**src/rtl/id_queue.sv**
```systemverilog
// Decode-stage instruction buffer: circular {pc, instr} queue with
// head-entry field decode, immediate generation and load-use stall.
module id_queue #(
  parameter int DEPTH = 4,
  parameter int CW    = $clog2(DEPTH+1)
) (
  input  logic          clk,
  input  logic          rst,
  input  logic          flush,
  input  logic          if_valid,
  input  logic [31:0]   if_instr,
  input  logic [31:0]   if_pc,
  output logic          if_ready,
  output logic [4:0]    rs1,
  output logic [4:0]    rs2,
  input  logic [31:0]   reg_a,
  input  logic [31:0]   reg_b,
  input  logic          ex_is_load,
  input  logic [4:0]    ex_load_rd,
  output logic          id_valid,
  input  logic          id_ready,
  output logic [31:0]   id_pc,
  output logic [31:0]   id_instr,
  output logic [6:0]    id_opcode,
  output logic [4:0]    id_rd,
  output logic [2:0]    id_funct3,
  output logic [6:0]    id_funct7,
  output logic [31:0]   id_imm,
  output logic [31:0]   id_rs1_data,
  output logic [31:0]   id_rs2_data,
  output logic          id_illegal,
  output logic [CW-1:0] count
);

  localparam int AW = $clog2(DEPTH);
  localparam logic [CW-1:0] FULL = CW'(DEPTH);

  localparam logic [6:0] OP_LOAD   = 7'b0000011;
  localparam logic [6:0] OP_IMM    = 7'b0010011;
  localparam logic [6:0] OP_JALR   = 7'b1100111;
  localparam logic [6:0] OP_SYSTEM = 7'b1110011;
  localparam logic [6:0] OP_STORE  = 7'b0100011;
  localparam logic [6:0] OP_BRANCH = 7'b1100011;
  localparam logic [6:0] OP_LUI    = 7'b0110111;
  localparam logic [6:0] OP_AUIPC  = 7'b0010111;
  localparam logic [6:0] OP_JAL    = 7'b1101111;
  localparam logic [6:0] OP_OP     = 7'b0110011;

  logic [31:0]   pc_mem_q    [DEPTH];
  logic [31:0]   instr_mem_q [DEPTH];
  logic [AW-1:0] wptr_q, wptr_d;
  logic [AW-1:0] rptr_q, rptr_d;
  logic [CW-1:0] count_q, count_d;

  logic        nonempty;
  logic        push;
  logic        pop;
  logic        hazard;
  logic        uses_rs1;
  logic        uses_rs2;
  logic        legal;
  logic [31:0] hi;

  assign hi       = instr_mem_q[rptr_q];
  assign nonempty = (count_q != '0);
  assign if_ready = (count_q != FULL);
  assign count    = count_q;

  assign id_pc       = pc_mem_q[rptr_q];
  assign id_instr    = hi;
  assign id_opcode   = hi[6:0];
  assign id_rd       = hi[11:7];
  assign id_funct3   = hi[14:12];
  assign rs1         = hi[19:15];
  assign rs2         = hi[24:20];
  assign id_funct7   = hi[31:25];
  assign id_rs1_data = reg_a;
  assign id_rs2_data = reg_b;

  always_comb begin
    id_imm   = '0;
    uses_rs1 = 1'b1;
    uses_rs2 = 1'b0;
    legal    = 1'b1;
    case (hi[6:0])
      OP_LOAD, OP_IMM, OP_JALR, OP_SYSTEM:
        id_imm = {{20{hi[31]}}, hi[31:20]};
      OP_STORE: begin
        id_imm   = {{20{hi[31]}}, hi[31:25], hi[11:7]};
        uses_rs2 = 1'b1;
      end
      OP_BRANCH: begin
        id_imm   = {{19{hi[31]}}, hi[31], hi[7],
                    hi[30:25], hi[11:8], 1'b0};
        uses_rs2 = 1'b1;
      end
      OP_LUI, OP_AUIPC: begin
        id_imm   = {hi[31:12], 12'b0};
        uses_rs1 = 1'b0;
      end
      OP_JAL: begin
        id_imm   = {{11{hi[31]}}, hi[31], hi[19:12],
                    hi[20], hi[30:21], 1'b0};
        uses_rs1 = 1'b0;
      end
      OP_OP:
        uses_rs2 = 1'b1;
      default:
        legal = 1'b0;
    endcase
  end

  assign hazard = ex_is_load && (ex_load_rd != 5'd0) &&
                  ((uses_rs1 && rs1 == ex_load_rd) ||
                   (uses_rs2 && rs2 == ex_load_rd));

  assign id_illegal = nonempty && !legal;
  assign id_valid   = nonempty && !hazard && !flush;

  assign push = if_valid && if_ready && !flush;
  assign pop  = id_valid && id_ready && !flush;

  always_comb begin
    wptr_d  = wptr_q;
    rptr_d  = rptr_q;
    count_d = count_q;
    if (flush) begin
      wptr_d  = '0;
      rptr_d  = '0;
      count_d = '0;
    end else begin
      if (push) wptr_d = wptr_q + AW'(1);
      if (pop)  rptr_d = rptr_q + AW'(1);
      unique case ({push, pop})
        2'b10:   count_d = count_q + CW'(1);
        2'b01:   count_d = count_q - CW'(1);
        default: count_d = count_q;
      endcase
    end
  end

  always_ff @(posedge clk) begin
    if (rst) begin
      wptr_q  <= '0;
      rptr_q  <= '0;
      count_q <= '0;
    end else begin
      wptr_q  <= wptr_d;
      rptr_q  <= rptr_d;
      count_q <= count_d;
    end
  end

  // Payload storage is never cleared; pointers and count define validity.
  always_ff @(posedge clk) begin
    if (push) begin
      pc_mem_q[wptr_q]    <= if_pc;
      instr_mem_q[wptr_q] <= if_instr;
    end
  end

endmodule

```
**config.mk**
```make
export PLATFORM = sky130hd
export DESIGN_NAME = id_queue
export DESIGN_NICKNAME = d
export VERILOG_FILES = /design/src/rtl/id_queue.sv
export SDC_FILE = /design/constraint.sdc
export NUM_CORES = 1
export LEC_CHECK = 0
export ABC_AREA = 1
export BUFFER_PORTS_ARGS = -buffer_cell sky130_fd_sc_hd__buf_2
export CAP_MARGIN = 20
export CORE_MARGIN = 10
export CORE_UTILIZATION = 40
export DETAILED_ROUTE_END_ITERATION = 12
export PLACE_DENSITY_LB_ADDON = 0.25
export SLEW_MARGIN = 20
export SYNTH_ARGS = -nofsm -noshare
export SYNTH_HDL_FRONTEND = slang
export SYNTH_SLANG_ARGS = --single-unit
```
**constraint.sdc**
```tcl
create_clock -name clk -period 5.3 [get_ports clk]
set_input_delay 0.265 -clock clk [delete_from_list [all_inputs] [get_ports clk]]
set_output_delay 0.265 -clock clk [all_outputs]
set_load 0.005 [all_outputs]
```
==> impl_summary.md, run 1 <==
Floorplan
The starting density of the core is 0.4092. The die area is 35910 µm². From left edge to right edge, the die measures 189.5 µm. The standard cell core area is 28090 µm².

Row generation in the floorplan step produced 61 rows. The number of top-level pins is 337. The die is 189.5 µm tall.

Detailed routing
The post-detailed-route count of antenna-violating nets is 0. The first-iteration detailed-routing DRC count is 404. The total length of routed wires is 31.01 mm. After detailed routing, the average wire length per cell comes to 20.07 µm. Using the TritonRoute via totals, the vias-per-cell ratio works out to 4.994. The via count is 7716. The final routed DRC violation total is 0.

The detailed-router iteration count before antenna repair is 4.

Critical path
For the worst flop-to-flop path, the logic depth is 20. STA classifies the critical path endpoint as an output port. On the critical path, the stage with the largest delay is an instance of sky130_fd_sc_hd__dfxtp_4. The end of the worst register-to-register path is count[2]$_SDFFE_PP0P_. The slack of the worst reg-to-reg path is 1.49 ns. The classification of the worst setup path is register to output port. The top fanout value on the critical path is 69. On the worst path, the slowest cell contributes a delay of 0.84 ns. The required time at the endpoint of the critical path is 5.04 ns. The type of element launching the critical path is a register. The critical path's most frequent cell is sky130_fd_sc_hd__nand2_1.

The last element of the critical path is id_illegal. At the worst endpoint, the arrival time is 3.85 ns. The critical path goes through buf_4 -> nand2_1 -> nand2_1 -> nand2_1 -> nand2_2 -> inv_1 -> o211ai_2 -> nand2_2 -> inv_2 -> nand2_2 -> nor2_4 -> nand2_1 -> nor3b_2 -> buf_2.

Synthesis
The portion of synthesized cell area occupied by the leading cell type is 0.6688. The number of nets handed over by synthesis was 1120. The number of warnings issued by yosys is 0. The flip-flop and latch count after synthesis is 265.

The synthesized area is 11490 µm². Summed over all instances, the cell type with the most area after synthesis is sky130_fd_sc_hd__edfxtp_1. The fraction of synthesis flops using an asynchronous set or reset pin is 0.

The most used flip-flop cell after synthesis is sky130_fd_sc_hd__edfxtp_1. Yosys mapped the design onto 35 distinct sky130hd cell types. Ranked by total cell area, the synthesized netlist is headed by sky130_fd_sc_hd__edfxtp_1 67%, sky130_fd_sc_hd__buf_4 6.7%, sky130_fd_sc_hd__nand2_1 5.3%, sky130_fd_sc_hd__o21ai_0 4.1%, sky130_fd_sc_hd__nor2_1 3.4%. The count of flip-flops with a built-in enable after synthesis is 256. A synthesized cell averages 11.79 µm². The share of the yosys chip area belonging to registers is 0.6845. Synthesis produced 975 cells.

Hold path
The path type of the worst min-delay path is primary input to register. The worst hold path was traced through 3 stages.

Clock tree
The clock latency on the worst-skew pair is 0.55 ns. In this run the number of H-tree levels came out at 1. Post-CTS timing repair inserted 0 buffers for setup.

The maximum clock path buffer count is 3. For this design, the CTS-stage hold fixing added 64 buffers. The number of buffers created by CTS is 29. The tree is rooted in a sky130_fd_sc_hd__clkbuf_16.

TritonCTS built the clock tree. For this design, the sink count on the clock tree is 265. Clock-pin slew was measured on the worst setup and hold paths at 0.06 ns. Once the clock tree was built, the resizer swapped 0 gates to a different size.

Power and ir drop
The analysis attributes to cell leakage a power of 5.375 nW. The total power density per cell area is 331.7 nW/µm². The maximum vdd drop is 0.3013 mV.

Final layout
The footprint of the flip-flops and latches is 7873 µm². For this run, the share of the core covered by cells in the final layout is 0.4889. The final-stage net count is 1293. The fraction of final layout cells with drive strength greater than 1 is 0.2494. With fillers left out, the area of the finished cells amounts to 13730 µm². The count of antenna diodes in the layout is 0.

The total area of multi-input combinational cells is 2501 µm². The count of fill cells added during filler insertion is 2543. Relative to the synthesized area, the layout overhead comes to 19.48%.

Timing
Of the available clock period, the critical path in the final layout requires 0.7763. The final count of negative-setup-slack endpoints is 0. The highest achievable clock rate is 243.0 MHz. The total negative slack is 0 ns. On the final layout, the worst clock skew is 0.01817 ns.

The time the worst path needs with I/O delays and setup is 4.114 ns. Setup repair after global routing left no endpoint under its margin. The max-slew headroom at the worst pin is 0.2904. The final count of pins violating max slew is 0. The count of final hold-check violations was 0. Once routing completed, OpenROAD measured the worst setup slack at 1.186 ns.

The measured slew at the worst slew-check pin is 1.064 ns.

Global routing
The number of global-route vias before repair is 7650. The number of antenna violations at the first check in global routing is 1. The total track usage is 0.1654. The final global-route overflow total is 0.

The first global-routing pass estimated 46.44 mm of wire. The largest net degree at the start of global routing is 86.

Flow run
The number of max-capacitance violations reported is 0.

Placed design
Timing analysis after detailed placement gives a worst setup slack of 1.470 ns. In this run the tool buffered the top-level ports with 208 buffer cells. The weighted congestion at the end of routability-driven global placement is 0.8557.

In this run the cell area measured after placement is 12170 µm². The wire-length estimate of the detail-placed layout is 20.28 mm.

Status
The run finished with clean final reports.
==> how the worst min path moves through the flow <==
stage                           startpoint                     endpoint  slack [ns]
global placement                 if_pc[14]    pc_mem_q[1][14]$_DFFE_PP_        0.48
CTS                               if_valid       wptr_q[0]$_SDFFE_PP0P_        0.04
floorplan                      if_instr[0]  instr_mem_q[0][0]$_DFFE_PP_        0.36
finish                            id_ready                     register        0.07
detailed placement  rptr_q[1]$_SDFFE_PP0P_                     register        0.48
global route                      if_valid       wptr_q[0]$_SDFFE_PP0P_        0.06
==> cells in the mapped netlist, types with 2 or more instances <==
cell type                    n
sky130_fd_sc_hd__a32oi_1     6
sky130_fd_sc_hd__nor2_2      3
sky130_fd_sc_hd__buf_2       8
sky130_fd_sc_hd__nand4_1     2
sky130_fd_sc_hd__buf_6       4
sky130_fd_sc_hd__nor3_1      2
sky130_fd_sc_hd__ha_1        5
sky130_fd_sc_hd__buf_4     102
sky130_fd_sc_hd__nand3_1    49
sky130_fd_sc_hd__nor2_1    103
sky130_fd_sc_hd__inv_2       7
sky130_fd_sc_hd__clkbuf_1   23
sky130_fd_sc_hd__dfxtp_1     9
sky130_fd_sc_hd__o22ai_1    40
sky130_fd_sc_hd__nand2_2     4
sky130_fd_sc_hd__nand2_1   163
sky130_fd_sc_hd__nand3_2     2
sky130_fd_sc_hd__edfxtp_1  256
sky130_fd_sc_hd__o21ai_0    95
sky130_fd_sc_hd__o21ai_1    14
sky130_fd_sc_hd__nor2_4      3
sky130_fd_sc_hd__buf_1       3
sky130_fd_sc_hd__a21oi_1    13
sky130_fd_sc_hd__inv_1      48
==> final cells by class <==
cell class / count / area share
well taps: 378 / 0.03444
multi-input cells: 515 / 0.1821
repair buffers: 282 / 0.1279
inverters: 55 / 0.01522
flip-flops and latches: 265 / 0.5733
clock inverters: 16 / 0.01276
clock buffers: 34 / 0.05421
==> cell usage in the layout, fill, tap and decap left out, drive strengths merged, types with 34 or more instances in the layout <==
cell         count
buf            218
clkbuf          34
dlygate4sd3     64
edfxtp         256
inv             57
nand2          168
nand3           52
nor2           109
o21ai          110
o22ai           41
==> state kept, by name, indices dropped and copies added (netlist names), named ones only <==
register	count
rptr_q	2
instr_mem_q	128
pc_mem_q	128
wptr_q	2
count	3
==> stage by stage <==
step	hold WS [ns]	power, mW	cells
after CTS	0.04491	4.603	1545
after global placement	0.4815	2.624	1431
after global routing	0.05819	4.715	1545
after detailed placement	0.4824	2.627	1431
after floorplan	0.3639	2.544	975
final	0.07394	4.555	1545
==> worst max-delay path, delay by kind of cell (launching register included) <==
family | cells | cell delay [ns]
flip-flops | 1 | 0.84
AO/OA/AOI/OAI | 1 | 0.18
AND/OR/NAND/NOR | 9 | 1.27
buffers and inverters | 4 | 0.96
==> report_power, final <==
part	internal, mW	total [mW]	switching [mW]
clock network	1.15	1.94	0.788
registers	2.34	2.35	0.0102
logic	0.110	0.271	0.160
total	3.60	4.56	0.959
==> metal layers <==
| metal | wire (µm) | global-route usage | part of all wire |
|---|---|---|---|
| met4 | 544 | 0.03602 | 0.018 |
| met1 | 13680 | 0.2175 | 0.44 |
| met3 | 2262 | 0.04098 | 0.073 |
| met5 | 0 | 0 | 0 |
| met2 | 14520 | 0.2711 | 0.47 |
==> cells by family (layout without fill, tap and decap cells) <==
group	count (synthesis)	after routing	synth area share
XOR/XNOR	1	1	0.0007622
flip-flops	265	265	0.6845
AND/OR/NAND/NOR	335	335	0.1228
AO/OA/AOI/OAI	173	173	0.08426
adder cells (fa/ha/maj)	6	6	0.007185
buffers and inverters	195	387	0.1005
Note: power is estimated with default switching activity, not from simulation.
==> run 2: changes to the inputs <==
clock period = 3.9 ns   (was 5.3 ns; I/O delays follow)
==> impl_summary.md, run 2 (synthesized netlist as in run 1, its figures left out) <==
Timing
The final count of negative-setup-slack endpoints is 0. Of the available clock period, the critical path in the final layout requires 0.9076. The clock arrives with 0.01563 ns of skew. Subtracting the final worst setup slack from the clock period gives 3.540 ns. The count of final hold-check violations is 0. The measured slew at the worst slew-check pin is 0.8402 ns. The max-slew headroom at the worst pin is 0.4399. In the post-route analysis, the smallest setup slack over all paths is 0.3603 ns. The final count of pins violating max slew came to 0. Setup repair after global routing left no endpoint under its margin. The highest achievable clock rate is 282.5 MHz.

Summed over all failing endpoints, the final setup total negative slack is 0 ns.

Clock tree
In this run the post-CTS setup repair buffer count came out at 0. The CTS tree is yes. The number of hold-repair buffers added at the cts stage is 66. CTS built an H-tree with a depth of 1. The clock reaches the later pin of the worst-skew pair after 0.56 ns.

After clock tree synthesis, the repair step resized 0 gates. In this run the deepest clock path goes through 3 buffers. Clock-pin slew was measured on the worst setup and hold paths at 0.06 ns. The number of buffers created by CTS is 29. The number of clock sinks is 265. The tree is rooted in a sky130_fd_sc_hd__clkbuf_16.

Critical path
The type of element launching the critical path is a register. The worst setup path is of the register to output port kind. The required time at the endpoint of the critical path is 3.70 ns. The endpoint kind of the worst setup timing path is an output port.

Of all nets on the critical path, the largest fanout is 77. The path depth of the worst reg2reg path is 21. The worst endpoint data arrival time is 3.34 ns.

Final layout
The most common cell after layout, fill and taps aside is sky130_fd_sc_hd__edfxtp_1. In the final layout, the share of cells above drive strength 1 is 0.2504. The count of antenna diodes in the layout is 0. In the layout the commonest cells are 256 x sky130_fd_sc_hd__edfxtp_1, 208 x sky130_fd_sc_hd__buf_2, 163 x sky130_fd_sc_hd__nand2_1. The synthesis-to-finish area growth is 20.18%.

After the last flow step, the layout net total stands at 1304.

Detailed routing
The total length of routed wires is 31.25 mm. The first-iteration detailed-routing DRC count is 461. The routed layout has 7730 vias.

The detailed-router iteration count before antenna repair is 5. The final routed DRC violation total is 0. The per-cell via count in the routed design is 4.968. The per-cell routed wire length is 20.08 µm. The detail route stage leaves a number of antenna-violating nets equal to 0.

Power and ir drop
Internal power comes to 4.767 mW. The static power due to leakage is 5.410 nW. Of the total power, the share spent switching nets is 0.2132.

The maximum vdd drop is 0.3550 mV. The share of total power dissipated in sequential elements is 0.526. The share of power burned in the clock network is 0.412. The net load switching power is 1.292 mW. Power spread over the standard cell area amounts to 438.6 nW/µm². The portion of total power attributed to combinational logic is 0.062.

Floorplan
The standard cell core area is 28090 µm². For this design the top-level I/O count stands at 337. In this run the core area contains 61 standard-cell rows. From left edge to right edge, the die measures 189.5 µm. The die area is 35910 µm².

The height of the chip is 189.5 µm. The starting density of the core is 0.4092.

Hold path
The path type of the worst min-delay path is primary input to register. The cell depth of the worst hold path is 4. The worst hold path startpoint is flush.

Global routing
Across every metal layer, demand over resource in global routing totals 0.1682. The first global-routing pass estimated 46.95 mm of wire. The number of global-route vias before repair is 7747. The largest net degree at the start of global routing is 78.

The number of antenna violations at the first check in global routing is 0. Summed over all layers, the global routing overflow is 0.

Flow run
Max-cap violations in this run came to 0.

Placed design
The number of buffers inserted by port buffering is 208. The total half-perimeter wirelength after legalization and detailed placement is 20.98 mm. The worst slack after detailed placement is 0.4698 ns. The congestion estimate from routability-driven global placement came to 0.8410.

Status
The flow ran to the end, and the final reports show no timing, DRC or antenna violations.
run 2: cell count changes in the layout (fill, tap and decap cells not counted), sizes merged:
| cell | previous run | this run |
|---|---|---|
| buf | 218 | 227 |
| clkinvlp | 3 | 2 |
| clkinv | 8 | 7 |
| dlygate4sd3 | 64 | 66 |
| clkbuf | 34 | 38 |
| bufinv | 3 | 1 |
run 2: worst max-delay path, cell delays in order (launching register included):
cell                      delay (ns)
sky130_fd_sc_hd__dfxtp_4        0.35
sky130_fd_sc_hd__buf_4          0.62
sky130_fd_sc_hd__nand2_1        0.22
sky130_fd_sc_hd__nand3_4        0.14
sky130_fd_sc_hd__nand2_4        0.09
sky130_fd_sc_hd__nand3_2        0.12
sky130_fd_sc_hd__inv_1          0.07
sky130_fd_sc_hd__nand3_1        0.09
sky130_fd_sc_hd__nand2_2        0.10
sky130_fd_sc_hd__inv_2          0.08
sky130_fd_sc_hd__nand2_2        0.07
sky130_fd_sc_hd__nor2_4         0.31
sky130_fd_sc_hd__nand2_1        0.11
sky130_fd_sc_hd__nor3b_2        0.25
sky130_fd_sc_hd__buf_2          0.16
run 2: final cells by class:
type,count,area [µm²]
tap,378,473.0
multi-input combinational,515,2501
clock buffer,38,759.5
clock inverter,12,103.9
sequential,265,7873
inverter,55,209.0
timing repair buffer,293,1894
fill,2557,14270
run 2: worst paths after layout:
path,endpoint,slack (ns)
min,register,0.03
min reg2reg,register,0.49
max reg2reg,count[2]$_SDFFE_PP0P_,0.48
max,id_illegal,0.36
run 2: per-stage QoR:
step | instances | power (mW) | util | area [µm²] | hold WS, ns
after floorplan | 975 | 3.457 | - | 11490 | 0.2939
after global placement | 1440 | 3.574 | 0.4375 | 12290 | 0.3900
after detailed placement | 1440 | 3.577 | 0.4375 | 12290 | 0.3900
after CTS | 1556 | 6.127 | 0.4918 | 13810 | 0.007217
after global routing | 1556 | 6.299 | 0.4918 | 13810 | 0.03417
final | 1556 | 6.059 | 0.4918 | 13810 | 0.03055
run 2: routing by layer:
metal / share of wire / track usage / vias up
met4: 0.030 / 0.06044 / 0
met5: 0 / 0 / -
met3: 0.085 / 0.04833 / 70
met1: 0.43 / 0.2147 / 3673
met2: 0.46 / 0.2674 / 307
li1: - / - / 3680
run 2: power groups by stage:
stage,Combinational [mW],Sequential [mW],Clock [mW]
4_1_cts,0.386,3.19,2.55
2_1_floorplan,0.207,3.25,0
3_3_place_gp,0.328,3.25,0
6_report,0.378,3.19,2.49
5_1_grt,0.421,3.19,2.69
3_5_place_dp,0.331,3.25,0
